$ cat config.mk
export PLATFORM = sky130hd
export DESIGN_NAME = muldiv_issue_ctrl
export DESIGN_NICKNAME = d
export VERILOG_FILES = /design/src/rtl/muldiv_issue_ctrl.sv
export SDC_FILE = /design/constraint.sdc
export NUM_CORES = 1
export LEC_CHECK = 0
export CORE_MARGIN = 1
export CORE_UTILIZATION = 36
export CTS_CLUSTER_SIZE = 8
export DETAILED_ROUTE_END_ITERATION = 10
export HOLD_SLACK_MARGIN = 0.06
export PLACE_DENSITY = 0.74
export REMOVE_ABC_BUFFERS = 1
export SYNTH_ARGS = -nofsm -noshare
export SYNTH_HDL_FRONTEND = slang
export SYNTH_SLANG_ARGS = --single-unit
$ cat constraint.sdc
create_clock -name clk -period 4.75 [get_ports clk]
set_clock_uncertainty 0.15 [all_clocks]
set_input_delay 0.7125 -clock clk [delete_from_list [all_inputs] [get_ports clk]]
set_output_delay 0.7125 -clock clk [all_outputs]
set_load 0.1 [all_outputs]
$ cat src/rtl/muldiv_issue_ctrl.sv
`default_nettype none
// ============================================================================
// Module   : muldiv_issue_ctrl
// Purpose  : hi/lo issue controller: launches mul/div units, counts latency,
//            stalls ID on hi/lo hazards and drives hi/lo/regfile writeback.
//            Optional feature macro: DIVZERO_TRAP_EN (divide-by-zero trap).
// Revision : 1.0 - initial release
// ============================================================================
module muldiv_issue_ctrl #(
    parameter  int MUL_LAT = 3,
    parameter  int DIV_LAT = 32,
    localparam int CNT_W   = $clog2(((MUL_LAT > DIV_LAT) ? MUL_LAT : DIV_LAT) + 1)
) (
    input  logic        clk,
    input  logic        rst_n,
    input  logic        id_valid,
    input  logic [31:0] id_instruction,
    input  logic        flush,
    input  logic        div_by_zero,
    output logic        mul_start,
    output logic        div_start,
    output logic        mul_sign,
    output logic        div_sign,
    output logic        hi_wena,
    output logic        lo_wena,
    output logic [1:0]  hi_mux_sel,
    output logic [1:0]  lo_mux_sel,
    output logic        rf_wb,
    output logic [4:0]  rf_wb_addr,
    output logic        stall_id,
    output logic        busy,
    output logic        exception,
    output logic [4:0]  cause
);

    typedef enum logic [1:0] {
        S_IDLE     = 2'd0,
        S_MUL_BUSY = 2'd1,
        S_DIV_BUSY = 2'd2
    } state_t;

    localparam logic [CNT_W-1:0] c_MUL_CNT   = CNT_W'(MUL_LAT - 1);
    localparam logic [CNT_W-1:0] c_DIV_CNT   = CNT_W'(DIV_LAT - 1);
    localparam logic [1:0]       c_SEL_DIV   = 2'b00;
    localparam logic [1:0]       c_SEL_MUL   = 2'b01;
    localparam logic [1:0]       c_SEL_RS    = 2'b10;

    // ------------------------------------------------------------------ decode
    logic [5:0] w_op;
    logic [5:0] w_func;
    logic       w_special;
    logic       w_is_mul, w_is_multu, w_is_div, w_is_divu;
    logic       w_is_mthi, w_is_mtlo, w_is_mfhi, w_is_mflo;
    logic       w_is_mulop, w_is_divop, w_hazard;

    assign w_op       = id_instruction[31:26];
    assign w_func     = id_instruction[5:0];
    assign w_special  = (w_op == 6'b000000);
    assign w_is_mul   = (w_op == 6'b011100) && (w_func == 6'b000010);
    assign w_is_multu = w_special && (w_func == 6'b011001);
    assign w_is_div   = w_special && (w_func == 6'b011010);
    assign w_is_divu  = w_special && (w_func == 6'b011011);
    assign w_is_mthi  = w_special && (w_func == 6'b010001);
    assign w_is_mtlo  = w_special && (w_func == 6'b010011);
    assign w_is_mfhi  = w_special && (w_func == 6'b010000);
    assign w_is_mflo  = w_special && (w_func == 6'b010010);
    assign w_is_mulop = w_is_mul | w_is_multu;
    assign w_is_divop = w_is_div | w_is_divu;
    assign w_hazard   = w_is_mulop | w_is_divop | w_is_mthi | w_is_mtlo |
                        w_is_mfhi | w_is_mflo;

    logic w_unused_instr;
    assign w_unused_instr = ^{id_instruction[25:16], id_instruction[10:6]};

    // ------------------------------------------------------------------- state
    state_t           state_q, state_d;
    logic [CNT_W-1:0] cnt_q, cnt_d;
    logic             mul_start_q, mul_start_d;
    logic             div_start_q, div_start_d;
    logic             mul_sign_q, mul_sign_d;
    logic             div_sign_q, div_sign_d;
    logic [4:0]       rd_q, rd_d;

    logic w_idle, w_accept, w_trap, w_launch, w_start_pending, w_wb;
    logic w_mthi_wr, w_mtlo_wr;

    assign w_idle          = (state_q == S_IDLE);
    assign w_accept        = w_idle && id_valid && (w_is_mulop | w_is_divop) && !flush;
    assign w_launch        = w_accept && !w_trap;
    // The counter holds during the start-pulse cycle so the result lands
    // LAT cycles after the pulse, i.e. LAT+1 cycles after accept.
    assign w_start_pending = mul_start_q | div_start_q;
    assign w_wb            = !w_idle && !w_start_pending && (cnt_q == '0) && !flush;
    assign w_mthi_wr       = w_idle && id_valid && !flush && w_is_mthi;
    assign w_mtlo_wr       = w_idle && id_valid && !flush && w_is_mtlo;

    always_comb begin
        state_d     = state_q;
        cnt_d       = cnt_q;
        mul_start_d = 1'b0;
        div_start_d = 1'b0;
        mul_sign_d  = mul_sign_q;
        div_sign_d  = div_sign_q;
        rd_d        = rd_q;
        if (flush) begin
            state_d = S_IDLE;
            cnt_d   = '0;
        end else begin
            case (state_q)
                S_IDLE: begin
                    if (w_launch) begin
                        rd_d = w_is_mul ? id_instruction[15:11] : 5'd0;
                        if (w_is_mulop) begin
                            state_d     = S_MUL_BUSY;
                            cnt_d       = c_MUL_CNT;
                            mul_start_d = 1'b1;
                            mul_sign_d  = w_is_mul;
                            div_sign_d  = 1'b0;
                        end else begin
                            state_d     = S_DIV_BUSY;
                            cnt_d       = c_DIV_CNT;
                            div_start_d = 1'b1;
                            div_sign_d  = w_is_div;
                            mul_sign_d  = 1'b0;
                        end
                    end
                end
                S_MUL_BUSY, S_DIV_BUSY: begin
                    if (w_wb) begin
                        state_d = S_IDLE;
                    end else if (!w_start_pending) begin
                        cnt_d = cnt_q - CNT_W'(1);
                    end
                end
                default: state_d = S_IDLE;
            endcase
        end
    end

    always_ff @(posedge clk or negedge rst_n) begin
        if (!rst_n) begin
            state_q     <= S_IDLE;
            cnt_q       <= '0;
            mul_start_q <= 1'b0;
            div_start_q <= 1'b0;
            mul_sign_q  <= 1'b0;
            div_sign_q  <= 1'b0;
            rd_q        <= 5'd0;
        end else begin
            state_q     <= state_d;
            cnt_q       <= cnt_d;
            mul_start_q <= mul_start_d;
            div_start_q <= div_start_d;
            mul_sign_q  <= mul_sign_d;
            div_sign_q  <= div_sign_d;
            rd_q        <= rd_d;
        end
    end

    // ------------------------------------------------------- divide-by-zero trap
`ifdef DIVZERO_TRAP_EN
    localparam logic [4:0] c_CAUSE_DIVZ = 5'b01100;

    logic       exception_q, exception_d;
    logic [4:0] cause_q, cause_d;

    assign w_trap      = w_accept && w_is_divop && div_by_zero;
    assign exception_d = w_trap;
    assign cause_d     = w_trap ? c_CAUSE_DIVZ : 5'd0;

    always_ff @(posedge clk or negedge rst_n) begin
        if (!rst_n) begin
            exception_q <= 1'b0;
            cause_q     <= 5'd0;
        end else begin
            exception_q <= exception_d;
            cause_q     <= cause_d;
        end
    end

    assign exception = exception_q;
    assign cause     = cause_q;
`else
    logic w_unused_divz;
    assign w_unused_divz = div_by_zero;
    assign w_trap        = 1'b0;
    assign exception     = 1'b0;
    assign cause         = 5'd0;
`endif

    // ------------------------------------------------------------------ outputs
    always_comb begin
        hi_wena    = 1'b0;
        lo_wena    = 1'b0;
        hi_mux_sel = c_SEL_DIV;
        lo_mux_sel = c_SEL_DIV;
        rf_wb      = 1'b0;
        if (w_wb) begin
            hi_wena = 1'b1;
            lo_wena = 1'b1;
            if (state_q == S_MUL_BUSY) begin
                hi_mux_sel = c_SEL_MUL;
                lo_mux_sel = c_SEL_MUL;
                // mul_sign_q is set only for the three-operand mul, the one
                // op that also writes the register file.
                rf_wb      = mul_sign_q;
            end
        end else begin
            if (w_mthi_wr) begin
                hi_wena    = 1'b1;
                hi_mux_sel = c_SEL_RS;
            end
            if (w_mtlo_wr) begin
                lo_wena    = 1'b1;
                lo_mux_sel = c_SEL_RS;
            end
        end
    end

    assign mul_start  = mul_start_q;
    assign div_start  = div_start_q;
    assign mul_sign   = mul_sign_q;
    assign div_sign   = div_sign_q;
    assign rf_wb_addr = rd_q;
    assign busy       = !w_idle;
    assign stall_id   = id_valid && w_hazard && !w_idle;

endmodule
`default_nettype wire
# After elaboration in Yosys (flattened, before gate mapping)
# Index checks and enable logic that the tools add are counted.
# word_totals
register_bits,17
latch_bits,0
ramBits,0
rom_bits,0
output_inout_bits,24
word_cells,95
mem_count,0
# classes
add_sub_neg,1
mul,0
n_div,0
magnitude_cmp,0
eq_ne,15
n_shift,0
muxes,33
n_bitwise,9
reduce_logical,30
# op_table
operator,count
6-bit by 5-bit equality test with 1-bit output (second input constant),8
6-bit 2-to-1 mux,4
1-bit logical AND,19
1-bit 2-to-1 mux,17
2-bit 2-to-1 mux,8
6-bit logical NOT,2
6-bit one-hot mux with 2 select lines,1
5-bit 2-to-1 mux,2
3-bit inequality test (second input constant),3
1-bit bitwise OR,8
6-bit by 2-bit equality test with 1-bit output (second input constant),1
6-bit by 1-bit subtractor with 6-bit output (second input constant),1
2-bit one-hot mux with 2 select lines,1
4-bit AND reduction,1
1-bit logical NOT,3
3-bit by 2-bit inequality test with 1-bit output (second input constant),1
3-bit AND reduction,1
3-bit nonzero test,1
2-bit by 1-bit equality test with 1-bit output (second input constant),1
2-bit equality test (second input constant),1
2-bit logical NOT,1
2-bit AND reduction,1
2-bit OR reduction,1
1-bit inverter,1

# Depth between registers and ports, before layout
# Gate-level depths: netlist of the first run.
# depth
ltp_word,10
mapped_depth,7

# Worst setup path before layout of the first run
# Ideal clock, no wire load.
# synth_path
path_type,input-to-output
from,input port id_instruction[28]
to,output port hi_wena
t_arrival_ps,5336
slack_ps,-1449
path_stages,5
cell_sequence,or4b_4 nor3_4 nand2_1 nor4_1 or2_2
# synth_between
elab_chain_len,5
# synth_rtl
element,line,text
from (decl),17,"input logic [31:0] id_instruction,"
6-bit logical NOT,58,assign w_special = (w_op == 6'b000000);
1-bit logical AND,63,assign w_is_mthi = w_special && (w_func == 6'b010001);
1-bit logical AND,94,assign w_mthi_wr = w_idle && id_valid && !flush && w_is_mthi;
1-bit 2-to-1 mux,209,if (w_mthi_wr) begin
1-bit 2-to-1 mux,198,if (w_wb) begin
to (decl),24,"output logic hi_wena,"
# No other way between the ends.

# Final worst setup path of the first run
# Ends and elaborated chain as after synthesis.

==> results.py, run 1 <==
metrics = {
    "timing": {
        "slew_viol_final": 0,
        "final_worst_path_period_need_ps": 3780,
        "max_slew_headroom_pct": 35.3,
        "hold_violations": 0,
        "grt_setup_unrepaired": "false",
        "hold_slack_ps": 338,
        "worst_slack_ps": 970,
        "finalSetupViolCount": 0,
        "fmax_ghz": 0.265,
        "post-route-period-util_pct": 79.6,
        "tightestPinTransition_ps": 968,
    },
    "worst_hold_path": {
        "hold_path_end": "cnt_q[5]",
        "hold_class": "register to register",
        "hold_depth": 1,
        "holdCritStartpoint": "cnt_q[5]",
    },
    "synth": {
        "synthFlopType": "sky130_fd_sc_hd__dfrtp_1",
        "synthesis.instances": 125,
        "synth.largest_area_cell": "sky130_fd_sc_hd__dfrtp_1",
        "synth_cell_type_count": 48,
        "yosysTopAreaCellShare_pct": 35.9,
        "synthArstFlopShare_pct": 100,
        "avgSynthCellArea_sq_um": 9.48,
        "post-synth-top-count-cell": "sky130_fd_sc_hd__dfrtp_1",
        "synth_top_cells_by_count": "17 x sky130_fd_sc_hd__dfrtp_1, 12 x sky130_fd_sc_hd__o21ai_0, 9 x sky130_fd_sc_hd__nor2_1, 8 x sky130_fd_sc_hd__nand2_1, 7 x sky130_fd_sc_hd__buf_4",
        "synth_warnings": 0,
        "synth_area_leaders": "sky130_fd_sc_hd__dfrtp_1 36%, sky130_fd_sc_hd__o21ai_0 5.1%, sky130_fd_sc_hd__buf_4 4.4%",
        "postSynthRegisterBits": 17,
        "syn_area_sq_um": 1180,
        "synth_sequential_area_ratio_pct": 35.9,
        "synth-edff-count": 0,
    },
    "placed_design": {
        "detailedPlace.worstSlack_ps": 977,
        "placer_s_final_routability_congestion_estimate": 0.853,
        "postPlaceCellArea_sq_um": 1560,
        "detailed_place_hpwl_um": 2320,
        "placement.io_buffers": 38,
    },
    "clock_tree": {
        "clk_root_buffer_cell": "sky130_fd_sc_hd__clkbuf_4",
        "tritoncts_clock_tree": "yes",
        "cts-resized-gates": 0,
        "clkTransAtPathRegs_ps": 100,
        "postCtsSetupBuffers": 0,
        "clkSinkCount": 17,
        "cts.path.max_buffers": 2,
        "hold_bufs_at_cts": 0,
        "ctsHtreeMaxLevel": 1,
        "cts_buffers": 3,
        "worstSkewPairLatency_ps": 290,
    },
    "route": {
        "drt_drc_violations_left": 0,
        "drt-initial-drc-count": 27,
        "wl_um": 2920,
        "avgRoutedWirePerCell_um": 14.1,
        "drt-pass1-iter-count": 4,
        "avgViaCountPerCell": 5.16,
        "dr_total_vias": 1073,
        "ant_nets": 0,
    },
    "status": {
        "status": "finished, final reports clean",
    },
    "worst_setup_path": {
        "setup_cp_type": "primary input to output pin",
        "critical_path_arrival_ps": 2920,
        "worst_ep_required_time_ps": 3890,
        "timing.critical_path.to_type": "output pin",
        "worst_reg2reg_path_depth": 7,
        "cp-start-kind": "primary input",
        "timing.reg2reg.setup_slack_ps": 2370,
        "critPathMaxFanout": 5,
        "reg2reg_from": "state_q[0]",
        "terminus_of_the_critical_flop_to_flop_path": "cnt_q[4]",
    },
    "global_routing": {
        "grt_overflow_total": 0,
        "wire_length_of_the_first_global_routing_pass_um": 4830,
        "grt_pass1_vias": 1017,
        "antenna_found_initial": 0,
        "grt_usage_pct": 18.1,
        "grt_max_degree": 18,
    },
    "die": {
        "die_y_um": 59.4,
        "num_io_pins": 61,
        "placementRows": 20,
        "floorplan.initialDensity_pct": 38.5,
        "core_area_sq_um": 3080,
        "chipWidth_um": 59.4,
        "die_area_sq_um": 3520,
    },
    "pwr": {
        "power_density_over_the_cells_nw_per_um2": 193,
        "finalPower_mw": 0.307,
        "power.ir.vdd_worst_mv": 0.107,
        "clockPowerShare_pct": 26.1,
        "power.switching_fraction_pct": 32.5,
        "netSwitchingPower_mw": 0.0999,
        "power.combinational.fraction_pct": 24.1,
        "internal-power_mw": 0.207,
        "leakage_nw": 0.715,
        "sequentialPowerShare_pct": 49.8,
    },
    "layout": {
        "postLayoutCellArea_sq_um": 1590,
        "post_route_cells_drive_above_1_share_pct": 14.6,
        "insertedDiodeCount": 0,
        "final_core_utilization_pct": 51.7,
        "area_delta_synth_final_pct": 34.2,
        "nNetsFinal": 206,
    },
    "job": {
        "timing.max_cap.violations": 0,
    },
}
==> metal layers <==
layer	vias up	GRT usage, %	share of wire (%)
met2	24	29.9	50
li1	523	-	-
met4	0	5.10	1.2
met3	5	1.97	2.9
met1	521	24.9	46
met5	-	0	0
==> critical path, stage by stage <==
cell	delay (ps)
sky130_fd_sc_hd__clkdlybuf4s50_1	430
sky130_fd_sc_hd__or4b_4	600
sky130_fd_sc_hd__nor3_4	280
sky130_fd_sc_hd__nand2_1	130
sky130_fd_sc_hd__nor4_1	320
sky130_fd_sc_hd__or2_2	170
sky130_fd_sc_hd__buf_4	280
==> worst max-delay path by stage <==
stage	from	endpoint	slack, ps	cells past startpoint
5_1_grt	id_instruction[28]	hi_wena	850	7
4_1_cts	id_instruction[28]	hi_wena	960	7
3_3_place_gp	id_instruction[28]	hi_wena	1010	7
2_1_floorplan	id_instruction[28]	hi_wena	-1450	5
3_5_place_dp	id_instruction[28]	lo_wena	980	7
6_report	id_instruction[28]	hi_wena	970	7
==> per-stage QoR <==
step / setup TNS (ps) / std cells
2_1_floorplan: -2440 / 122
3_3_place_gp: 0 / 204
3_5_place_dp: 0 / 204
4_1_cts: 0 / 208
5_1_grt: 0 / 208
6_report: 0 / 208
==> placed cells by master (no fill, tap or decap), types with 2 or more instances in the layout <==
cell type / instances
sky130_fd_sc_hd__a21o_1: 2
sky130_fd_sc_hd__a21oi_1: 5
sky130_fd_sc_hd__a22o_1: 5
sky130_fd_sc_hd__and2_1: 4
sky130_fd_sc_hd__buf_4: 8
sky130_fd_sc_hd__clkbuf_4: 3
sky130_fd_sc_hd__clkdlybuf4s50_1: 30
sky130_fd_sc_hd__conb_1: 6
sky130_fd_sc_hd__dfrtp_1: 17
sky130_fd_sc_hd__ha_1: 4
sky130_fd_sc_hd__inv_1: 6
sky130_fd_sc_hd__nand2_1: 8
sky130_fd_sc_hd__nand2b_1: 2
sky130_fd_sc_hd__nor2_1: 9
sky130_fd_sc_hd__nor2b_1: 3
sky130_fd_sc_hd__nor3_1: 3
sky130_fd_sc_hd__nor4_1: 2
sky130_fd_sc_hd__o21ai_0: 12
sky130_fd_sc_hd__o21ai_1: 2
sky130_fd_sc_hd__or2_2: 2
sky130_fd_sc_hd__or3_1: 2
==> registers in the layout, summed over array words and instances (netlist names) <==
register / flops
cnt_q: 6
rf_wb_addr: 5
state_q: 2
div_sign: 1
div_start: 1
mul_sign: 1
mul_start: 1
==> cells by family (layout without fill, tap and decap cells) <==
| group | after synthesis | in the layout | synth area share, % |
|---|---|---|---|
| fa+ha+maj | 4 | 4 | 4.22 |
| compound gates | 35 | 35 | 22.0 |
| simple gates | 54 | 54 | 30.9 |
| other cells | 1 | 6 | 0.316 |
| flops | 17 | 17 | 35.9 |
| buf+inv | 14 | 48 | 6.65 |
==> power groups by stage <==
| stage | Clock (mW) | Combinational, mW | Sequential (mW) |
|---|---|---|---|
| after detailed placement | 0 | 0.0739 | 0.156 |
| after floorplan | 0 | 0.0453 | 0.156 |
| after CTS | 0.0835 | 0.0742 | 0.153 |
| final | 0.0801 | 0.0741 | 0.153 |
| after global placement | 0 | 0.0722 | 0.155 |
| after global routing | 0.0866 | 0.0802 | 0.154 |
==> cell type report <==
| class | instances | area (sq um) |
|---|---|---|
| tap | 44 | 55.1 |
| clock inverter | 1 | 5.00 |
| fill | 288 | 1490 |
| clock buffer | 3 | 22.5 |
| multi-input combinational | 99 | 699 |
| sequential | 17 | 425 |
| timing repair buffer | 38 | 360 |
| inverter | 6 | 22.5 |
(Power assumes the default switching activity.)
==> run 2: changes to the inputs <==
--- a/config.mk
+++ b/config.mk
@@ -10,7 +10,7 @@
 export CTS_CLUSTER_SIZE = 8
 export DETAILED_ROUTE_END_ITERATION = 10
 export HOLD_SLACK_MARGIN = 0.06
-export PLACE_DENSITY = 0.74
+export PLACE_DENSITY = 0.77
 export REMOVE_ABC_BUFFERS = 1
 export SYNTH_ARGS = -nofsm -noshare
 export SYNTH_HDL_FRONTEND = slang
==> constraint.sdc (replaced) <==
create_clock -name clk -period 3.2 [get_ports clk]
set_clock_uncertainty 0.15 [all_clocks]
set_input_delay 0.48 -clock clk [delete_from_list [all_inputs] [get_ports clk]]
set_output_delay 0.48 -clock clk [all_outputs]
set_load 0.1 [all_outputs]
==> run 2 against run 1 <==
Compared with the run above: final area increased by 7.3%; total power increased by 49%; combinational power increased by 48%; clock power increased by 50%; via count increased by 4.7%; global-route usage increased by 1.5 points; first-iteration DRC count increased by 96%; core utilization increased by 3.8 points; count of clock-buffer cells in the layout increased by 1; cell count increased by 1.9%; critical path type unchanged.
==> results.py, run 2 (synthesized netlist as in run 1, its figures left out) <==
metrics = {
    "route": {
        "dr_total_vias": 1123,
        "drt-pass1-iter-count": 4,
        "ant_nets": 0,
        "drt_drc_violations_left": 0,
        "avgRoutedWirePerCell_um": 14.1,
        "drt-initial-drc-count": 53,
        "avgViaCountPerCell": 5.30,
        "wl_um": 2990,
    },
    "clock_tree": {
        "cts-resized-gates": 0,
        "clk_root_buffer_cell": "sky130_fd_sc_hd__clkbuf_4",
        "clkSinkCount": 17,
        "tritoncts_clock_tree": "yes",
        "cts_buffers": 3,
        "clkTransAtPathRegs_ps": 100,
        "hold_bufs_at_cts": 0,
        "ctsHtreeMaxLevel": 1,
        "cts.path.max_buffers": 2,
        "worstSkewPairLatency_ps": 300,
        "postCtsSetupBuffers": 0,
    },
    "worst_setup_path": {
        "timing.critical_path.to_type": "output pin",
        "worst_ep_required_time_ps": 2570,
        "critical_path_arrival_ps": 2470,
        "setup_cp_type": "primary input to output pin",
        "critical_path.cell_chain": "clkdlybuf4s50_1 > or4b_4 > nor3_4 > nand2_1 > nor4b_2 > or2_1 > buf_12",
        "cell_with_the_largest_stage_delay_on_the_worst_path": "sky130_fd_sc_hd__or4b_4",
        "max_stage_delay_ps": 590,
        "worst_reg2reg_path_depth": 7,
        "cp-start-kind": "primary input",
        "critPathMaxFanout": 3,
    },
    "layout": {
        "layout_commonest_cell": "sky130_fd_sc_hd__clkdlybuf4s50_1",
        "post_route_cells_drive_above_1_share_pct": 23.2,
        "postLayoutCellArea_sq_um": 1710,
        "area_delta_synth_final_pct": 44.0,
        "n_fill_cell": 270,
        "max_reg_flops": 6,
        "regMostFlops": "cnt_q",
        "layout_common_cells": "20 x sky130_fd_sc_hd__clkdlybuf4s50_1, 17 x sky130_fd_sc_hd__dfrtp_1, 14 x sky130_fd_sc_hd__buf_4, 12 x sky130_fd_sc_hd__o21ai_0, 9 x sky130_fd_sc_hd__nor2_1",
        "insertedDiodeCount": 0,
        "finish.cell_count_without_fillers": 212,
        "nNetsFinal": 210,
    },
    "timing": {
        "post-route-period-util_pct": 97.0,
        "final_worst_path_period_need_ps": 3100,
        "hold_violations": 0,
        "max_slew_headroom_pct": 48.4,
        "fmax_ghz": 0.322,
        "tightestPinTransition_ps": 772,
        "hold_slack_ps": 357,
        "slew_viol_final": 0,
        "setup_tns_ps": 0,
        "finalSetupViolCount": 0,
    },
    "global_routing": {
        "wire_length_of_the_first_global_routing_pass_um": 5110,
        "grt_overflow_total": 0,
        "grt_pass1_vias": 1087,
        "grt_max_degree": 18,
        "antenna_found_initial": 0,
        "grt_usage_pct": 19.5,
    },
    "die": {
        "die_area_sq_um": 3520,
        "core_area_sq_um": 3080,
        "placementRows": 20,
        "num_io_pins": 61,
        "die_y_um": 59.4,
        "chipWidth_um": 59.4,
        "floorplan.initialDensity_pct": 38.5,
    },
    "placed_design": {
        "placer_s_final_routability_congestion_estimate": 0.803,
        "postPlaceCellArea_sq_um": 1670,
        "placement.io_buffers": 38,
        "place_inst": 208,
        "detailed_place_hpwl_um": 2400,
    },
    "pwr": {
        "finalPower_mw": 0.458,
        "leakage_nw": 0.777,
        "power.ir.vdd_worst_mv": 0.235,
        "power_density_over_the_cells_nw_per_um2": 268,
    },
    "status": {
        "status": "finished, final reports clean",
    },
    "worst_hold_path": {
        "hold_depth": 2,
        "hold_class": "register to register",
    },
    "job": {
        "timing.max_cap.violations": 0,
    },
}
-- run 2: metrics by stage --
stage	worst slack (ps)	utilization, %
6_report	95.9	55.4
5_1_grt	-5.64	55.4
4_1_cts	34.4	55.0
3_5_place_dp	49.7	54.2
3_3_place_gp	76.3	54.2
2_1_floorplan	-2530	-
-- run 2: critical path, delay by kind of cell --
family / cells / cell delay (ps)
buf+inv: 2 / 600
simple gates: 5 / 1390
-- run 2: final cells by class --
cell class	instances	area (sq um)	share of cell area [%]
multi-input cells	99	712	41.7
inverters	6	22.5	1.32
well taps	44	55.1	3.23
flip-flops and latches	17	425	24.9
repair buffers	42	465	27.3
clock buffers	4	26.3	1.54
-- run 2: final timing paths --
path                       slack [ps]                from   endpoint
setup / recovery                  100  id_instruction[28]    lo_wena
hold / removal                    360            div_sign   div_sign
setup reg to reg                  800          state_q[0]   cnt_q[0]
hold reg to reg                   360            div_sign   div_sign
max in group asynchronous        1940               rst_n  mul_start
min in group asynchronous         470               rst_n   cnt_q[1]
-- run 2: metal layers --
layer	global-route usage [%]	vias up	wire, um
li1	-	532	-
met1	25.5	536	1250
met2	31.0	45	1500
met3	4.59	10	162
met4	7.82	0	78
met5	0	-	0
-- run 2: power breakdown --
part	leakage (nW)	internal, mW	switching, mW
sequential	0.229	0.221	0.00699
clock	0.0150	0.0486	0.0714
combinational	0.533	0.0409	0.0693
total	0.777	0.310	0.148
==> run 3: changes to the inputs <==
--- a/config.mk
+++ b/config.mk
@@ -5,12 +5,14 @@
 export SDC_FILE = /design/constraint.sdc
 export NUM_CORES = 1
 export LEC_CHECK = 0
+export CELL_PAD_IN_SITES_DETAIL_PLACEMENT = 1
+export CELL_PAD_IN_SITES_GLOBAL_PLACEMENT = 2
 export CORE_MARGIN = 1
-export CORE_UTILIZATION = 36
+export CORE_UTILIZATION = 20
 export CTS_CLUSTER_SIZE = 8
 export DETAILED_ROUTE_END_ITERATION = 10
 export HOLD_SLACK_MARGIN = 0.06
-export PLACE_DENSITY = 0.77
+export PLACE_DENSITY = 0.85
 export REMOVE_ABC_BUFFERS = 1
 export SYNTH_ARGS = -nofsm -noshare
 export SYNTH_HDL_FRONTEND = slang
==> run 3 against run 2 <==
Compared with the run above: worst setup slack better by 33 ps; highest routed layer unchanged; final area is 3.4% higher; global-route usage is 7.8 points lower; fmax is 1.1% higher; die area is 77% higher.
==> results.py, run 3 (synthesized netlist as in run 1, its figures left out) <==
metrics = {
    "worst_setup_path": {
        "count_of_buffer_and_inverter_cells_on_the_critical_path": 2,
        "startpoint": "id_instruction[28]",
        "cell_with_the_largest_stage_delay_on_the_worst_path": "sky130_fd_sc_hd__or4b_4",
        "cp-start-kind": "primary input",
        "critical_path_arrival_ps": 2440,
        "reg2reg_from": "state_q[0]",
        "max_stage_delay_ps": 590,
        "setup_cp_type": "primary input to output pin",
        "path_delay_family": "simple AND/OR/NAND/NOR gates",
        "critical_path.cell_chain": "clkdlybuf4s50_1 > or4b_4 > nor3_4 > nand2_1 > nor4_2 > or2_2 > buf_12",
        "worst_ep_required_time_ps": 2570,
        "critPathMaxFanout": 3,
        "timing.critical_path.to_type": "output pin",
    },
    "global_routing": {
        "wire_length_of_the_first_global_routing_pass_um": 5600,
        "grt_max_degree": 18,
        "grt_overflow_total": 0,
        "antenna_found_initial": 0,
        "grt_usage_pct": 11.7,
        "grt_pass1_vias": 1142,
    },
    "placed_design": {
        "place_inst": 237,
        "placement.io_buffers": 38,
        "placer_s_final_routability_congestion_estimate": 0.715,
        "detailed_place_hpwl_um": 2680,
        "postPlaceCellArea_sq_um": 1710,
    },
    "clock_tree": {
        "tritoncts_clock_tree": "yes",
        "postCtsSetupBuffers": 0,
        "clk_root_buffer_cell": "sky130_fd_sc_hd__clkbuf_8",
        "hold_bufs_at_cts": 0,
        "clkSinkCount": 17,
        "worstSkewPairLatency_ps": 260,
        "clkTransAtPathRegs_ps": 70,
        "cts_buffers": 3,
        "cts.path.max_buffers": 2,
        "ctsHtreeMaxLevel": 1,
    },
    "pwr": {
        "power.ir.vdd_worst_mv": 0.181,
        "leakage_nw": 0.787,
        "finalPower_mw": 0.507,
        "power_density_over_the_cells_nw_per_um2": 287,
    },
    "worst_hold_path": {
        "holdCritStartpoint": "cnt_q[5]",
        "hold_class": "register to register",
    },
    "layout": {
        "post_route_cells_drive_above_1_share_pct": 23.7,
        "regMostFlops": "cnt_q",
        "postLayoutCellArea_sq_um": 1770,
        "nNetsFinal": 211,
        "insertedDiodeCount": 0,
        "layout_commonest_cell": "sky130_fd_sc_hd__clkdlybuf4s50_1",
        "layout_common_cells": "20 x sky130_fd_sc_hd__clkdlybuf4s50_1, 17 x sky130_fd_sc_hd__dfrtp_1, 15 x sky130_fd_sc_hd__buf_4, 12 x sky130_fd_sc_hd__o21ai_0, 9 x sky130_fd_sc_hd__nor2_1",
        "finish.cell_count_without_fillers": 241,
        "max_reg_flops": 6,
        "area_delta_synth_final_pct": 49.0,
    },
    "timing": {
        "finalSetupViolCount": 0,
        "hold_violations": 0,
        "tightestPinTransition_ps": 811,
        "fmax_ghz": 0.326,
        "max_slew_headroom_pct": 45.7,
        "hold_slack_ps": 354,
        "grt_setup_unrepaired": "false",
        "post-route-period-util_pct": 96.0,
        "final_worst_path_period_need_ps": 3070,
        "slew_viol_final": 0,
    },
    "status": {
        "status": "finished, final reports clean",
    },
    "die": {
        "floorplan.initialDensity_pct": 21.1,
        "die_area_sq_um": 6240,
        "num_io_pins": 61,
        "chipWidth_um": 79.0,
        "die_y_um": 79.0,
        "placementRows": 27,
        "core_area_sq_um": 5610,
    },
    "route": {
        "routed.top_layer": "met4",
        "wl_met2_um": 1630,
        "drt_drc_violations_left": 0,
        "wl_um": 3340,
        "avgViaCountPerCell": 4.58,
        "avgRoutedWirePerCell_um": 13.9,
        "drt-initial-drc-count": 79,
        "drt-pass1-iter-count": 4,
        "detailroute.wirelength.met3_um": 165,
        "dr_total_vias": 1104,
        "ant_nets": 0,
        "m1WireLength_um": 1510,
    },
    "job": {
        "timing.max_cap.violations": 0,
    },
}
## run 3: cell count changes in the layout (fill, tap and decap cells not counted), sizes merged
cell	delta
buf	+1
clkbuf	-1
clkinvlp	+1
## run 3: area by class of cell
class                           count  area [sq um]
Timing Repair Buffer               43           473
Sequential cell                    17           425
Fill cell                         668          3840
Inverter                            6          22.5
Tap cell                           72          90.1
Clock inverter                      1          7.51
Multi-Input combinational cell     99           706
Clock buffer                        3          41.3
## run 3: final timing paths
| path | to | slack [ps] | depth (start not counted) |
|---|---|---|---|
| worst max-delay path | hi_wena | 130 | 7 |
| worst min-delay path | cnt_q[5] | 350 | 1 |
| worst max register to register | cnt_q[4] | 780 | 7 |
| worst min register to register | cnt_q[5] | 350 | 1 |
| max in group asynchronous | cnt_q[4] | 1860 | 1 |
| min in group asynchronous | cnt_q[1] | 540 | 1 |
## run 3: power breakdown
part	switching, mW	internal (mW)	total, mW
Clock	0.0814	0.0879	0.169
Combinational	0.0700	0.0409	0.111
Sequential	0.00638	0.221	0.227
Total	0.158	0.350	0.507
## run 3: per-layer routing
layer  vias to the layer above  track usage, %
li1                        531               -
met1                       541            15.1
met2                        27            19.1
met3                         5            3.22
met4                         0            3.27
met5                         -               0
## run 3: stage by stage
step / worst slack, ps / util (%) / TNS (ps)
2_1_floorplan: -2530 / - / -7600
3_3_place_gp: 39.1 / 30.5 / 0
3_5_place_dp: -14.4 / 30.5 / -14.4
4_1_cts: 45.5 / 31.5 / 0
5_1_grt: 13.2 / 31.5 / 0
6_report: 129 / 31.5 / 0
## run 3: worst register-to-register path, cell delays in order (launching register included)
cell and delay (ps):
sky130_fd_sc_hd__dfrtp_1 360, sky130_fd_sc_hd__inv_1 70, sky130_fd_sc_hd__ha_1 440, sky130_fd_sc_hd__or3b_2 480, sky130_fd_sc_hd__a22oi_1 300, sky130_fd_sc_hd__and2b_1 230, sky130_fd_sc_hd__o21ai_0 120, sky130_fd_sc_hd__o21ai_0 200
## run 3: what timing repair did
action / in CTS / in global routing
gates resized for setup: 1 / 0
endpoints found under the hold margin: 0 / 0
pin swaps: 0 / 3
endpoints found under the setup margin: 2 / 4
